<file path="src/rtl/timer_pkg.sv">
// rtl/timer_pkg.sv - shared constants and types for the timer APB register block
package timer_pkg;

  // Register addresses
  localparam logic [7:0] ADDR_TDR = 8'h00;
  localparam logic [7:0] ADDR_TCR = 8'h01;
  localparam logic [7:0] ADDR_TSR = 8'h02;

  // Writable / readable bit masks per register
  localparam logic [7:0] TDR_MASK = 8'hFF;
  localparam logic [7:0] TCR_MASK = 8'hB3;
  localparam logic [7:0] TSR_MASK = 8'h03;

  // TCR field positions
  localparam int TCR_LOAD   = 7;
  localparam int TCR_DN     = 5;
  localparam int TCR_EN     = 4;
  localparam int TCR_CKS_HI = 1;
  localparam int TCR_CKS_LO = 0;

  // APB completer handshake states
  typedef enum logic [1:0] {
    APB_IDLE,
    APB_SETUP,
    APB_ACCESS,
    APB_WAIT
  } apb_state_e;

endpackage

</file>
<file path="src/rtl/timer_apb_fsm.sv">
// rtl/timer_apb_fsm.sv - APB handshake FSM with wait counter and pready/pslverr generation
module timer_apb_fsm
  import timer_pkg::*;
#(
  parameter int WAIT_CYCLES = 0
) (
  input  logic pclk,
  input  logic preset_n,
  input  logic psel,
  input  logic penable,
  input  logic addr_err_i,
  output logic pready_o,
  output logic pslverr_o,
  output logic done_o
);

  apb_state_e state_q;
  logic [2:0] cnt_q;
  logic       pready_q;
  logic       pslverr_q;
  logic       done_d;

  localparam logic [2:0] WAIT_LAST = 3'(WAIT_CYCLES);

  // Completion lookahead: high when the next cycle is the pready=1 cycle
  always_comb begin
    done_d = 1'b0;
    unique case (state_q)
      APB_SETUP:  done_d = psel && (WAIT_CYCLES == 0);
      APB_ACCESS,
      APB_WAIT:   done_d = psel && !pready_q && ((cnt_q + 3'd1) == WAIT_LAST);
      default:    done_d = 1'b0;
    endcase
  end

  // Handshake state, wait counter and registered pready/pslverr
  always_ff @(posedge pclk or negedge preset_n) begin
    if (!preset_n) begin
      state_q   <= APB_IDLE;
      cnt_q     <= 3'd0;
      pready_q  <= 1'b0;
      pslverr_q <= 1'b0;
    end else begin
      pready_q  <= done_d;
      pslverr_q <= done_d && addr_err_i;
      unique case (state_q)
        APB_IDLE: begin
          cnt_q <= 3'd0;
          if (psel && !penable) state_q <= APB_SETUP;
        end
        APB_SETUP: begin
          cnt_q   <= 3'd0;
          state_q <= psel ? APB_ACCESS : APB_IDLE;
        end
        APB_ACCESS,
        APB_WAIT: begin
          if (pready_q) begin
            cnt_q   <= 3'd0;
            state_q <= (psel && !penable) ? APB_SETUP : APB_IDLE;
          end else if (!psel) begin
            cnt_q   <= 3'd0;
            state_q <= APB_IDLE;
          end else begin
            cnt_q   <= cnt_q + 3'd1;
            state_q <= APB_WAIT;
          end
        end
        default: begin
          cnt_q   <= 3'd0;
          state_q <= APB_IDLE;
        end
      endcase
    end
  end

  assign pready_o  = pready_q;
  assign pslverr_o = pslverr_q;
  assign done_o    = done_d;

endmodule

</file>
<file path="src/rtl/timer_apb_regs.sv">
// rtl/timer_apb_regs.sv - APB completer holding TDR/TCR/TSR for the 8-bit timer
module timer_apb_regs
  import timer_pkg::*;
#(
  parameter int WAIT_CYCLES = 0,
  parameter int ADDR_W      = 8
) (
  input  logic              pclk,
  input  logic              preset_n,
  input  logic              psel,
  input  logic              penable,
  input  logic              pwrite,
  input  logic [ADDR_W-1:0] paddr,
  input  logic [7:0]        pwdata,
  output logic [7:0]        prdata,
  output logic              pready,
  output logic              pslverr,
  output logic [7:0]        tdr_o,
  output logic              load_o,
  output logic              dn_o,
  output logic              en_o,
  output logic [1:0]        cks_o,
  input  logic              ovf_set_i,
  input  logic              udf_set_i
);

  logic [7:0] tdr_q, tdr_d;
  logic [7:0] tcr_q, tcr_d;
  logic [1:0] tsr_q, tsr_d;
  logic [7:0] prdata_q, prdata_d;
  logic [7:0] rdata;
  logic       hit_tdr, hit_tcr, hit_tsr, addr_err;
  logic       done;
  logic       wr_en;
  logic [1:0] w1c;

  assign hit_tdr  = (paddr == ADDR_W'(ADDR_TDR));
  assign hit_tcr  = (paddr == ADDR_W'(ADDR_TCR));
  assign hit_tsr  = (paddr == ADDR_W'(ADDR_TSR));
  assign addr_err = !(hit_tdr || hit_tcr || hit_tsr);

  timer_apb_fsm #(
    .WAIT_CYCLES (WAIT_CYCLES)
  ) u_fsm (
    .pclk       (pclk),
    .preset_n   (preset_n),
    .psel       (psel),
    .penable    (penable),
    .addr_err_i (addr_err),
    .pready_o   (pready),
    .pslverr_o  (pslverr),
    .done_o     (done)
  );

  // Writes commit on the edge that ends the pready=1 cycle
  assign wr_en = pready && psel && penable && pwrite && !pslverr;
  assign w1c   = (wr_en && hit_tsr) ? (pwdata[1:0] & TSR_MASK[1:0]) : 2'b00;

  // Read mux with unimplemented bits returning zero
  always_comb begin
    rdata = 8'h00;
    if (hit_tdr)      rdata = tdr_q & TDR_MASK;
    else if (hit_tcr) rdata = tcr_q & TCR_MASK;
    else if (hit_tsr) rdata = {6'd0, tsr_q} & TSR_MASK;
  end

  // Next-state for registers; a hardware event beats a same-cycle W1C
  always_comb begin
    tdr_d    = tdr_q;
    tcr_d    = tcr_q;
    tsr_d    = (tsr_q & ~w1c) | {udf_set_i, ovf_set_i};
    prdata_d = (done && !pwrite && !addr_err) ? rdata : 8'h00;
    if (wr_en && hit_tdr) tdr_d = pwdata & TDR_MASK;
    if (wr_en && hit_tcr) tcr_d = pwdata & TCR_MASK;
  end

  // Register storage and registered read data
  always_ff @(posedge pclk or negedge preset_n) begin
    if (!preset_n) begin
      tdr_q    <= 8'h00;
      tcr_q    <= 8'h00;
      tsr_q    <= 2'b00;
      prdata_q <= 8'h00;
    end else begin
      tdr_q    <= tdr_d;
      tcr_q    <= tcr_d;
      tsr_q    <= tsr_d;
      prdata_q <= prdata_d;
    end
  end

  assign prdata = prdata_q;
  assign tdr_o  = tdr_q;
  assign load_o = tcr_q[TCR_LOAD];
  assign dn_o   = tcr_q[TCR_DN];
  assign en_o   = tcr_q[TCR_EN];
  assign cks_o  = tcr_q[TCR_CKS_HI:TCR_CKS_LO];

endmodule

</file>
<file path="config.mk">
export PLATFORM = sky130hd
export DESIGN_NAME = timer_apb_regs
export DESIGN_NICKNAME = d
export VERILOG_FILES = /design/src/rtl/timer_pkg.sv /design/src/rtl/timer_apb_fsm.sv /design/src/rtl/timer_apb_regs.sv
export SDC_FILE = /design/constraint.sdc
export NUM_CORES = 1
export LEC_CHECK = 0
export CORE_MARGIN = 2
export CORE_UTILIZATION = 44
export DETAILED_ROUTE_END_ITERATION = 10
export GPL_TIMING_DRIVEN = 0
export PLACE_DENSITY_LB_ADDON = 0.1
export SYNTH_ARGS = -nofsm -noshare
export SYNTH_HDL_FRONTEND = slang
export SYNTH_HIERARCHICAL = 1
export SYNTH_SLANG_ARGS = --single-unit
</file>
<file path="constraint.sdc">
create_clock -name pclk -period 1.9 [get_ports pclk]
set_input_delay 0.285 -clock pclk [delete_from_list [all_inputs] [get_ports pclk]]
set_output_delay 0.285 -clock pclk [all_outputs]
set_load 0.01 [all_outputs]
</file>
==> metrics.md <==
| Metric | Value |
|---|---|
| Status | `finished, violations left` |
| Violated checks | `DRC, hold timing` |
| Synth Register Bits | `30` |
| Critical path required time | `2.11 ns` |
| Main area contributors after synthesis | `dfrtp_1 57%, mux2_2 11%, mux2i_1 3.8%, nor4_4 3.2%, and3_1 2.4%` |
| CP cell instances | `clkdlybuf4s50_1, or4_4, buf_6, nor4_4, buf_4, mux2_4` |
| Ys Warns | `6` |
| Slowest Stage Delay on Critical Path | `0.42 ns` |
| Clock Sinks | `30` |
| Detailed-route DRC error count | `2` |
| Clk pin slew, worst setup/hold paths | `about 0.080 ns` |
| I/O Buffers | `44` |
| Multi-input gate area | `around 570 um2` |
| Leakage | `roughly 0.91 nW` |
| Fin. max-slew vios | `0` |
| Layout Cells excl Fill | `185` |
| Worst Skew | `0.00495 ns` |
| Placer Congestion | `0.774` |
| Synth Flop Type | `dfrtp_1` |
| Final Hold Viols | `30` |
| Post-synthesis instance area | `0.00131 mm2` |
| CTS Buf Count | `5` |
| Die Area | `0.00344 mm2` |
| First-pass GRT wire length | `4570 um` |
| Initial Util | `about 47%` |
| Clock root cell | `clkbuf_4` |
| I/O pin count | `46` |
| Skew-Pair Late Insertion Delay | `~0.32 ns` |
| Min Hold Slack | `-0.0246 ns` |
| Worst setup path category | `in -> reg` |
| Synthesized instance count | `99` |
| Worst setup SP type | `input port` |
| Vias in the first global route | `about 1000` |
| Synth top area share | `57.1%` |
| Die height | `around 59 um` |
| Post-Route WL | `2800 um` |
| 1st-pass router iterations | `7` |
| PwrDens | `a little under 600 mW/mm2` |
| Fill cells | `232` |
| Most common cell in the netlist | `dfrtp_1` |
| Final Cycle Share | `a little over nine tenths` |
| Avg WL per Cell | `between 15 and 20 um` |
| Antenna diode count | `0` |
| Number of cell rows | `19` |
| Routed via count | `between 900 and 1000` |
| Area after DPL | `0.00179 mm2` |
| Final Instance Area | `0.00192 mm2` |
| Core area | `between 0.002 and 0.003 mm2` |
| Avg Inst Size Synth | `13.3 um2` |
| FF/Latch Area | `752 um2` |
| Hold WC Path Type | `in -> async` |
| Synth cell types | `29` |
| Post-synth top cells | `30 x dfrtp_1, 13 x mux2_2, 7 x nor2_1, 5 x and3_1, 5 x mux2i_1` |
| Max-slew headroom | `57.3%` |
| Placed instance count | `~170` |
| Slowest cell on crit path | `or4_4` |
| Achievable Freq | `0.538 GHz` |
| Initial antenna violation count | `0` |
| Final Power | `0.00112 W` |
| GRT Overall Usage | `a little under a fifth` |
| Die W | `58.6 um` |
| Area Overhead vs Synth | `46.5%` |
| CTS tree | `yes` |
| Synth area leader | `dfrtp_1` |
| Maximum VDD drop | `roughly 360 uV` |
| EDFF count, synth | `0` |
| Routed Antenna Nets | `0` |
| Vias per std cell | `5.35` |
| Critical Path Fanout Max | `3` |
| Post-detail-place hpwl | `2000 um` |
| Reg-to-reg slack, setup | `0.12 ns` |
| Initial DRC count | `26` |
| Clk buf depth | `2` |
| Largest net degree at the start of global routing | `31` |
| Grt ovf | `0` |
| Final setup vio count | `0` |
| Critical path arrival | `slightly above 2 ns` |
| CTS H-Tree Depth | `2` |
| Layout cells sized above 1 | `21.4%` |
| Worst-margin pin slew | `0.641 ns` |
| Critical path capture point type | `flop` |
| Sequential area share after synthesis | `57.1%` |
| Minimum clock period | `1.86 ns` |
| Max_cap viols | `0` |
| Async set-reset flop share out of synthesis | `100%` |
| Nets@finish | `between 150 and 200` |
| Net count after synthesis | `between 100 and 150` |
-- worst max-delay path, delay by kind of cell --
family / cells / cell delay (ns)
multiplexers: 1 / 0.30
AND/OR/NAND/NOR: 2 / 0.73
buffers and inverters: 3 / 0.76
-- layout make-up --
cell class | instances | area share [%]
Sequential cell | 30 | 39.1
Multi-Input combinational cell | 63 | 29.6
Timing Repair Buffer | 48 | 25.4
Clock buffer | 7 | 2.34
Tap cell | 31 | 2.02
Buffer | 4 | 1.24
Inverter | 2 | 0.390
-- through the flow --
step	TNS (ns)	utilization [%]	worst slack [ns]	hold slack, ns
2_1_floorplan	-0.0650	-	-0.00812	-0.0106
3_3_place_gp	-9.01	63.9	-0.630	0.445
3_5_place_dp	-9.72	63.9	-0.666	0.459
4_1_cts	0	66.3	0.0333	0.433
5_1_grt	-0.0707	68.6	-0.0262	0.0268
6_report	0	68.6	0.0401	-0.0246
-- power breakdown --
part	switching, W	internal (W)	leakage, nW
Combinational	0.0000524	0.0000665	0.475
Sequential	0.00000850	0.000646	0.404
Clock	0.000203	0.000139	0.0254
-- path summary, 6_finish.rpt --
kind	end	startpoint	depth (start not counted)
worst max-delay path	tdr_o[5]	paddr[6]	6
worst min register to register	u_fsm/cnt_q[0]	u_fsm/cnt_q[0]	1
max in group asynchronous	u_fsm/pready_o	preset_n	1
worst max register to register	prdata[7]	u_fsm/cnt_q[0]	7
worst min-delay path	prdata[3]	preset_n	1
min in group pclk	prdata[0]	paddr[1]	3
-- placed cells by master (no fill, tap or decap), types with 3 or more instances in the layout --
master,instances
and3_1,5
clkbuf_1,4
clkbuf_4,5
clkdlybuf4s50_1,39
dfrtp_1,29
dlymetal6s2s_1,3
mux2_2,7
mux2_4,6
mux2i_1,5
nor2_1,7
-- state kept, by name, summed over array words and instances, names as in the netlist --
name,cells
prdata,8
tdr_o,8
tcr_q,5
u_fsm/cnt_q,3
tsr_q,2
u_fsm/state_q,2
u_fsm/pready_o,1
u_fsm/pslverr_o,1
-- layer usage --
metal	vias up	share of wire [%]	track usage, %
met1	486	44	22.6
met3	6	5.7	5.93
met4	0	1.4	6.82
met5	-	0	0
met2	32	49	29.2
li1	466	-	-
-- repair_timing --
action,in CTS,in global routing
setup endpoints to repair,13,17
buffers inserted,3,1
hold buffers,0,0
hold endpoints to repair,0,0
gates resized for setup,2,17
pin swaps,2,2
-- cells by family (layout without fill, tap and decap cells) --
group                    count (synthesis)  count (layout)  share of synthesized area, %
AND/OR/NAND/NOR                         33              33                          18.6
buffers and inverters                    6              61                          1.81
adder cells (fa/ha/maj)                  2               2                          1.90
multiplexers                            18              18                          15.0
flip-flops                              30              30                          57.1
AO/OA/AOI/OAI                           10              10                          5.62
(Power assumes the default switching activity.)
==> edit: new RTL, same settings <==
Register the output `pslverr`, without a reset; this adds one clock of latency there. The other outputs are not delayed to match. Comments in the files are not updated.
--- a/src/rtl/timer_apb_regs.sv
+++ b/src/rtl/timer_apb_regs.sv
@@ -24,6 +24,8 @@
   input  logic              udf_set_i
 );
 
+  logic pslverr_d;
+
   logic [7:0] tdr_q, tdr_d;
   logic [7:0] tcr_q, tcr_d;
   logic [1:0] tsr_q, tsr_d;
@@ -48,12 +50,12 @@
     .penable    (penable),
     .addr_err_i (addr_err),
     .pready_o   (pready),
-    .pslverr_o  (pslverr),
+    .pslverr_o  (pslverr_d),
     .done_o     (done)
   );
 
   // Writes commit on the edge that ends the pready=1 cycle
-  assign wr_en = pready && psel && penable && pwrite && !pslverr;
+  assign wr_en = pready && psel && penable && pwrite && !pslverr_d;
   assign w1c   = (wr_en && hit_tsr) ? (pwdata[1:0] & TSR_MASK[1:0]) : 2'b00;
 
   // Read mux with unimplemented bits returning zero
@@ -96,5 +98,9 @@
   assign en_o   = tcr_q[TCR_EN];
   assign cks_o  = tcr_q[TCR_CKS_HI:TCR_CKS_LO];
 
+  always_ff @(posedge pclk) begin
+    pslverr <= pslverr_d;
+  end
+
 endmodule
 
Behaviour: not the same (a bounded check fails within 4 cycles, from zero or initial values and one cycle with preset_n low).
==> edit against the original RTL <==
The run ends with hold timing left. Count of clock-buffer cells in the layout increased by 1. Hold slack got worse by 0.012 ns. Worst setup slack improved by 0.021 ns. Sequential cell count increased by 1. Cell area increased by 2.9%. Synthesized area increased by 1.5%. Largest power group unchanged. Total power increased by 9.5%. Wire length decreased by 0.68%.
==> edit: results (changes against the original RTL) <==
[placed_design]
dp_cells=175  ; +0.57%
gp_congestion=0.737  ; -4.7%
pre_cts_slack_ns=-0.661  ; +0.00480 ns
dp_hpwl_um=1910  ; -4.6%
post_dp_cell_area_mm2=0.00181  ; +1.1%

[detailed_routing]
met1Wirelength_um=1230  ; -0.89%
drtIter0Drc=13  ; -50%
firstDrtPassIters=3  ; -4
routed_via_density=5.27  ; -1.5%
met3WireLength_um=196  ; +23%
wl_met2_um=1250  ; -8.2%
routed_wl_um=2780  ; -0.68%
num_vias=991  ; +0.10%

[power]
p_leak_nw=0.940  ; +3.9%
irDropWorstVdd_v=0.000474  ; +33%

[global_route]
use_met3_pct=5.68  ; -0.26 points
grtUsageMet2_pct=27.0  ; -2.2 points
met1_usage_pct=20.1  ; -2.5 points
grt_pass1_wl_um=4280  ; -6.2%
grtUsageTotal_pct=17.3  ; -0.75 points

[logic_synthesis]
synth_compound_area_share_pct=5.53  ; -0.084 points
synth_mux_area_share_pct=14.7  ; -0.22 points
synth-adder-area-share_pct=1.88  ; -0.029 points
async_flop_share_pct=96.8  ; -3.2 points
seq_area_frac_synth_pct=57.8  ; +0.64 points
ys_top_cells_by_area=dfrtp_1, mux2_2, mux2i_1, nor4_4, and3_1
syn_nets=125  ; +0.81%
post_synth_num_cell_types=30  ; +3.4%
syn_inst=100  ; +1.0%

[critical_path]
cp_slowest_cell=clkdlybuf4s50_1
critPathMaxStageDelay_ns=0.39  ; -0.03 ns
crit_family=buffers and inverters
crit_fanout=6  ; +3
endpoint=tdr_o[4]
crit_path_start=paddr[3]
regToRegSetupSlack_ns=0.14  ; +0.02 ns

[sta]
skew_ns=0.00368  ; -0.00126 ns
worst_pin_slew_ns=0.636  ; -0.00425 ns
hold_viol=30  ; unchanged
hold_ws_ns=-0.0362  ; -0.0116 ns

[clock_network]
ctsLongestPathBuffers=2  ; unchanged
clock_latency_ns=0.33

[cells_and_area]
layout-drive-gt1-share_pct=22.3  ; +0.86 points
nFillCells=210  ; -9.5%

[run_status]
failed_checks=hold timing
status=finished with violations

[edit: cell count changes after synthesis]
cell	change
dfxtp_1	+1
[edit: what timing repair did]
action	in CTS	in global routing
buffers inserted	4	1
pin swaps	2	3
setup endpoints to repair	13	10
gates cloned	0	0
resized for setup	2	21
[edit: power by group]
| part | switching, mW | internal (mW) | leakage (nW) |
|---|---|---|---|
| Combinational | 0.0509 | 0.0650 | 0.489 |
| Sequential | 0.00862 | 0.669 | 0.413 |
| Clock | 0.211 | 0.217 | 0.0386 |
| Total | 0.271 | 0.951 | 0.940 |
[edit: cell type report]
type | instances | area [um^2] | area share (%)
flip-flops and latches | 31 | 772 | 39.0
multi-input cells | 63 | 581 | 29.3
repair buffers | 49 | 489 | 24.7
clock buffers | 8 | 68.8 | 3.47
well taps | 31 | 38.8 | 1.96
plain buffers | 4 | 23.8 | 1.20
inverters | 2 | 7.51 | 0.379
